**config.mk**
```make
export PLATFORM = sky130hd
export DESIGN_NAME = traceback_pipe
export DESIGN_NICKNAME = d
export VERILOG_FILES = /design/src/rtl/traceback_pipe.sv
export SDC_FILE = /design/constraint.sdc
export NUM_CORES = 1
export LEC_CHECK = 0
export BUFFER_PORTS_ARGS = -buffer_cell sky130_fd_sc_hd__buf_2
export CELL_PAD_IN_SITES_DETAIL_PLACEMENT = 0
export CELL_PAD_IN_SITES_GLOBAL_PLACEMENT = 1
export CORE_MARGIN = 1.5
export CORE_UTILIZATION = 45
export CTS_BUF_LIST = sky130_fd_sc_hd__clkbuf_4
export CTS_CLUSTER_SIZE = 20
export DETAILED_ROUTE_END_ITERATION = 6
export PLACE_DENSITY_LB_ADDON = 0.1
export SYNTH_ARGS = -nofsm -noshare
export SYNTH_HDL_FRONTEND = slang
export SYNTH_SLANG_ARGS = --single-unit
```
**constraint.sdc**
```tcl
create_clock -name clk_i -period 11.3 [get_ports clk_i]
set_input_delay 3.39 -clock clk_i [delete_from_list [all_inputs] [get_ports clk_i]]
set_output_delay 3.39 -clock clk_i [all_outputs]
set_load 0.01 [all_outputs]
```
**src/rtl/traceback_pipe.sv**
```systemverilog
`default_nettype none
// ============================================================================
// Module   : traceback_pipe
// Purpose  : Viterbi traceback unit. Walks the trellis backwards through the
//            decision memory one step per cycle, skips the training steps and
//            packs the decoded bits into words on a valid/ready stream.
// Ports    : clk_i, rst_sync_i         - clock, synchronous active-high reset
//            start_i + config inputs   - segment launch (sampled when idle)
//            busy_o, start_err_o       - status
//            tb_rd_o/tb_addr_o/tb_rdata_i - decision memory read port
//            out_* / out_ready_i       - packed decoded-bit output stream
// Revision : 1.0 - initial release
// ============================================================================
module traceback_pipe #(
    parameter int W_STATE = 6,
    parameter int W_ABITS = 3,
    parameter int W_ADDR  = 6,
    parameter int W_LEN   = 7,
    parameter int W_OUT   = 32,
    parameter int W_CNT   = 6,
    parameter int RD_LAT  = 1
) (
    input  logic                    clk_i,
    input  logic                    rst_sync_i,
    input  logic                    start_i,
    input  logic [W_STATE-1:0]      start_state_i,
    input  logic [W_ABITS-1:0]      active_bits_i,
    input  logic [W_ADDR-1:0]       tb_start_addr_i,
    input  logic [W_LEN-1:0]        tb_len_i,
    input  logic [W_LEN-1:0]        dec_len_i,
    output logic                    busy_o,
    output logic                    start_err_o,
    output logic                    tb_rd_o,
    output logic [W_ADDR-1:0]       tb_addr_o,
    input  logic [(2**W_STATE)-1:0] tb_rdata_i,
    output logic                    out_valid_o,
    input  logic                    out_ready_i,
    output logic [W_OUT-1:0]        out_data_o,
    output logic [W_CNT-1:0]        out_cnt_o,
    output logic                    out_last_o
);

    typedef enum logic [0:0] {
        S_IDLE = 1'b0,
        S_RUN  = 1'b1
    } fsm_t;

    fsm_t               fsm_q;
    fsm_t               fsm_d;

    logic [W_STATE-1:0] state_q;
    logic [W_ABITS-1:0] active_q;
    logic [W_ADDR-1:0]  addr_q;
    logic [W_LEN-1:0]   steps_rem;   // reads still to issue
    logic [W_LEN-1:0]   train_rem;   // training returns still to discard
    logic [W_LEN-1:0]   dec_rem;     // decoded bits still to produce
    logic [W_CNT-1:0]   inflight;
    logic [W_CNT-1:0]   acc_cnt;
    logic [W_OUT-1:0]   acc_data;
    logic [RD_LAT-1:0]  rd_pipe;     // issue strobes travelling with the read latency

    logic               running;
    logic               issue;
    logic               ret;
    logic               xfer;
    logic               accept;
    logic               dec_bit;
    logic [W_STATE-1:0] state_nxt;
    logic [W_LEN-1:0]   eff_dec;
    logic [W_LEN-1:0]   train_len;
    logic [W_CNT:0]     reserved;

    // ------------------------------------------------------------------------
    // Combinational control
    // ------------------------------------------------------------------------
    always_comb begin
        running   = (fsm_q == S_RUN);
        accept    = out_valid_o & out_ready_i;
        ret       = rd_pipe[RD_LAT-1];

        eff_dec   = (dec_len_i < tb_len_i) ? dec_len_i : tb_len_i;
        train_len = tb_len_i - eff_dec;

        // Accumulator slots already promised to reads still in flight; this
        // reservation is what keeps the accumulator from ever overflowing.
        reserved  = {1'b0, acc_cnt} + {1'b0, inflight};
        issue     = running && (steps_rem != '0) && (reserved < (W_CNT+1)'(W_OUT));

        dec_bit   = tb_rdata_i[state_q];
        state_nxt = (state_q >> 1) | (W_STATE'(dec_bit) << (active_q - 1'b1));

        // Move a full accumulator, or the tail of the segment, into the
        // output register when that register is free this cycle.
        xfer      = running
                    && ((acc_cnt == W_CNT'(W_OUT)) || ((dec_rem == '0) && (acc_cnt != '0)))
                    && (!out_valid_o || out_ready_i);

        tb_rd_o   = issue;
        tb_addr_o = issue ? addr_q : '0;
        busy_o    = running;

        fsm_d = fsm_q;
        case (fsm_q)
            S_IDLE: begin
                if (start_i) begin
                    fsm_d = S_RUN;
                end
            end
            S_RUN: begin
                if (accept && out_last_o) begin
                    fsm_d = S_IDLE;
                end else if (ret && (train_rem == W_LEN'(1)) && (dec_rem == '0)) begin
                    // Nothing to decode: finish on the last training return.
                    fsm_d = S_IDLE;
                end else if ((steps_rem == '0) && (train_rem == '0) && (dec_rem == '0)
                             && (inflight == '0) && (acc_cnt == '0) && !out_valid_o) begin
                    // Zero-length segment.
                    fsm_d = S_IDLE;
                end
            end
            default: fsm_d = S_IDLE;
        endcase
    end

    // ------------------------------------------------------------------------
    // Registers
    // ------------------------------------------------------------------------
    always_ff @(posedge clk_i) begin
        if (rst_sync_i) begin
            fsm_q       <= S_IDLE;
            state_q     <= '0;
            active_q    <= '0;
            addr_q      <= '0;
            steps_rem   <= '0;
            train_rem   <= '0;
            dec_rem     <= '0;
            inflight    <= '0;
            acc_cnt     <= '0;
            acc_data    <= '0;
            rd_pipe     <= '0;
            start_err_o <= 1'b0;
            out_valid_o <= 1'b0;
            out_data_o  <= '0;
            out_cnt_o   <= '0;
            out_last_o  <= 1'b0;
        end else begin
            fsm_q       <= fsm_d;
            start_err_o <= start_i & running;
            rd_pipe     <= RD_LAT'({rd_pipe, issue});

            if (!running) begin
                if (start_i) begin
                    state_q   <= start_state_i;
                    active_q  <= active_bits_i;
                    addr_q    <= tb_start_addr_i;
                    steps_rem <= tb_len_i;
                    train_rem <= train_len;
                    dec_rem   <= eff_dec;
                    inflight  <= '0;
                    acc_cnt   <= '0;
                    acc_data  <= '0;
                end
            end else begin
                if (issue) begin
                    addr_q    <= addr_q - W_ADDR'(1);
                    steps_rem <= steps_rem - W_LEN'(1);
                end

                case ({issue, ret})
                    2'b10:   inflight <= inflight + W_CNT'(1);
                    2'b01:   inflight <= inflight - W_CNT'(1);
                    default: inflight <= inflight;
                endcase

                if (ret) begin
                    state_q <= state_nxt;
                    if (train_rem != '0) begin
                        train_rem <= train_rem - W_LEN'(1);
                    end else begin
                        dec_rem  <= dec_rem - W_LEN'(1);
                        acc_data <= acc_data | (W_OUT'(state_q[0]) << acc_cnt);
                        acc_cnt  <= acc_cnt + W_CNT'(1);
                    end
                end

                if (xfer) begin
                    out_valid_o <= 1'b1;
                    out_data_o  <= acc_data;
                    out_cnt_o   <= acc_cnt;
                    out_last_o  <= (dec_rem == '0);
                    acc_cnt     <= '0;
                    acc_data    <= '0;
                end else if (accept) begin
                    out_valid_o <= 1'b0;
                    out_last_o  <= 1'b0;
                end
            end
        end
    end

endmodule
`default_nettype wire

```
==> flow_summary_export.csv <==
group,metric,value,unit
run_status,run_status,"complete, no violations",
detailed_routing,via_density,5.60,
setup_path,worst_setup_path_start_kind,"input port",
detailed_routing,drt_drc_violations_left,0,
clock_network,worstSkewPairLatency,580,ps
clock_network,root_buffer,"clkbuf_4",
synthesis,synth_async_sr_flop_share,0,
cells_and_area,commonest_non_fill_non_tap_cell_in_the_layout,"buf_2",
clock_network,cts_post_setup_buffers_inserted,0,
clock_network,cts_sinks,123,
timing,report.final.slew_viol_count,0,
synthesis,synth_cell_type_count,65,
placement,placement.cell_area,7420,um^2
clock_network,cts_tree,"yes",
placement,gp_congestion,0.894,
clock_network,hold_buffers,0,
synthesis,post_syn_instances,807,
synthesis,synth_area_per_cell,8.20,um^2
setup_path,r2r_slack,7560,ps
floorplanning,dieArea,15400,um^2
global_route,grt-ovfl-total,0,
clock_network,clock_tree_buf_depth,2,
synthesis,synthFlopType,"dfxtp_1",
global_route,grt_util_all_layers,0.235,
floorplanning,fp.coreArea,14400,um^2
global_route,first_global_vias,6112,
timing,fmaxAchievable,155,MHz
floorplanning,fp.dieH,124,um
flow_run,cap_viol_max_count,0,
timing,hold_viol,0,
setup_path,timing.critical_path.required,11770,ps
setup_path,worstSetupEndpointType,"register",
floorplanning,initial_cell_density_of_the_core,0.459,
timing,worst_pin_slew,1180,ps
worst_hold_path,min_delay_path_class,"register to register",
placement,numPortBuffers,145,
cells_and_area,post_route_cells_drive_above_1_share,0.238,
setup_path,crit_chain,"buf_2, inv_1, ha_1, a21o_1, a21oi_1, o21ai_0, a31oi_1, mux2_2, ha_1, fa_1, nor2b_1, o21ai_0, nand2b_1, a21o_1, a21oi_1, xnor2_1, a211oi_1",
setup_path,crit_path_max_fo,7,
cells_and_area,layout.nets,1057,
clock_network,clk_pin_slew_worst_paths,120,ps
setup_path,crit_slowest_cell,"a31oi_1",
global_route,antenna_violations_before_repair,0,
cells_and_area,num_antenna_cells,0,
global_route,grt_first_pass_wirelength,29800,um
timing,worst_clock_skew,25.7,ps
power_and_ir_drop,power_leakage,0.00319,uW
synthesis,syn-num-nets,936,
floorplanning,placement_rows,44,
detailed_routing,routed-via-count,6298,
cells_and_area,layout_common_cells,"145 x buf_2, 130 x nand2_1, 122 x dfxtp_1",
setup_path,path_class,"input port to register",
timing,finalSetupViolations,0,
synthesis,synth_seq_area_share,0.372,
timing,relSlewSlack,0.210,
floorplanning,die_width,124,um
setup_path,critPathArrivalTime,6940,ps
placement,dpl.hpwl,12800,um
clock_network,ctsResizeCount,0,
timing,timing.final.crit_share,0.572,
timing,grt_setup_unrepaired,"no",
timing,finalWorstPathRequiredPeriod,6470,ps
synthesis,mappedNetlistArea,6620,um^2
cells_and_area,final_area,7750,um^2
power_and_ir_drop,vdd_drop_max,0.0000573,V
detailed_routing,wl_per_cell,15.9,um
detailed_routing,routed_wl,17900,um
synthesis,postSynthRegisterBits,123,
detailed_routing,drt_pre_antenna_iters,5,
timing,totalNegativeSetupSlack,0,ps
detailed_routing,route.antenna.remaining_nets,0,
clock_network,cts-htree-levels,4,
global_route,grt_max_degree,85,
setup_path,slowest_delay,700,ps
detailed_routing,drtIter0Drc,505,
clock_network,numCtsBuffers,17,
cells_and_area,area_growth_syn_to_layout,17.2,%
power_and_ir_drop,power_density,138,nW/um^2
synthesis,yosys_warnings,0,
floorplanning,pin_count,146,
synthesis,synth_edf_count,0,
report_power, final:
group          switching [uW]  leakage [uW]  internal [uW]
logic                     127       0.00201            103
clock network             184      0.000183            180
registers                25.6      0.000999            451
total                     337       0.00319            735
metal layers:
metal,GRT usage,part of all wire
met1,0.319,0.47
met2,0.367,0.45
met3,0.0588,0.066
met4,0.0784,0.012
met5,0,0
Yosys cell counts, types with 2 or more instances:
library cell    n  area share
nor4b_1         2      0.0026
mux2i_1        12       0.018
buf_1           5      0.0028
buf_6           2      0.0034
o21ai_0        30       0.023
a21oi_1       117       0.088
o21a_1          4      0.0045
nor2b_1         7      0.0066
inv_1          25       0.014
o41ai_1         3      0.0040
a31oi_1         6      0.0057
nand3_1        14       0.011
clkbuf_1       35       0.020
o31ai_1         7      0.0079
mux4_2         21       0.071
xor2_1          7      0.0093
nor3_1         13      0.0098
and2_1          6      0.0057
and3_1          2      0.0019
a221oi_1        2      0.0026
nand2b_1       10      0.0095
nor4_1          8      0.0076
or3_1           2      0.0019
buf_2           7      0.0053
mux2_2          3      0.0051
a211oi_1        8      0.0091
xnor2_1         7      0.0093
nor2_1         97       0.055
nand2_1       130       0.074
o221a_2         2      0.0034
o32ai_1         2      0.0026
and4_1          2      0.0026
o22ai_1         9      0.0085
clkinv_1        2      0.0011
a22oi_1         4      0.0045
or2_2           3      0.0028
nand4_1         4      0.0038
nand3b_1        3      0.0034
and4b_1         2      0.0030
a21o_1          5      0.0057
ha_1           31       0.059
dfxtp_1       123        0.37
layout make-up:
| type | instances | area (um^2) |
|---|---|---|
| sequential | 123 | 2460 |
| multi-input combinational | 608 | 3850 |
| tap | 184 | 230 |
| clock inverter | 15 | 211 |
| clock buffer | 17 | 128 |
| inverter | 27 | 101 |
| timing repair buffer | 151 | 771 |
| fill | 1390 | 6670 |
registers in the layout, indices dropped and copies added, names as in the netlist, 3 cells and up:
| signal | cells |
|---|---|
| acc_data | 32 |
| out_data_o | 32 |
| dec_rem | 7 |
| steps_rem | 7 |
| train_rem | 7 |
| acc_cnt | 6 |
| addr_q | 6 |
| inflight | 6 |
| out_cnt_o | 6 |
| state_q | 6 |
| active_q | 3 |
cells by family (layout without fill, tap and decap cells):
kind of cell	Yosys count	in the layout	synth area share
XOR/XNOR	14	14	0.0185
buffers and inverters	76	210	0.0467
AND/OR/NAND/NOR	315	315	0.219
multiplexers	36	36	0.0947
flip-flops	123	123	0.372
adder cells (fa/ha/maj)	32	32	0.0616
AO/OA/AOI/OAI	211	211	0.187
critical path, delay by kind of cell:
kind | cells | cell delay (ps)
and+or+nand+nor | 2 | 250
xor gates and xnor gates | 1 | 120
AOI/OAI and AO/OA | 8 | 1610
muxes | 1 | 430
adders and majority gates | 3 | 930
buffers and inverters | 2 | 180
through the flow:
step | setup slack, ps | std cells | util | power, uW | hold WS (ps)
2_1_floorplan | 4760 | 807 | - | 649 | 432
6_report | 4830 | 1125 | 0.538 | 1070 | 459
3_3_place_gp | 4380 | 1093 | 0.514 | 712 | 441
4_1_cts | 4860 | 1125 | 0.538 | 1080 | 462
3_5_place_dp | 4260 | 1093 | 0.514 | 716 | 444
5_1_grt | 4380 | 1125 | 0.538 | 1140 | 480
path summary, 6_finish.rpt:
path                                     from                          end  depth (start not counted)
setup / recovery                  tb_len_i[1]    train_rem[6]$_SDFFE_PP0P_                         17
hold / removal    out_data_o[17]$_SDFFE_PP0P_  out_data_o[17]$_SDFFE_PP0P_                          2
setup reg to reg      acc_cnt[5]$_SDFFE_PP0P_     inflight[5]$_SDFFE_PP0P_                         13
hold reg to reg   out_data_o[17]$_SDFFE_PP0P_  out_data_o[17]$_SDFFE_PP0P_                          2
(Power assumes the default switching activity.)
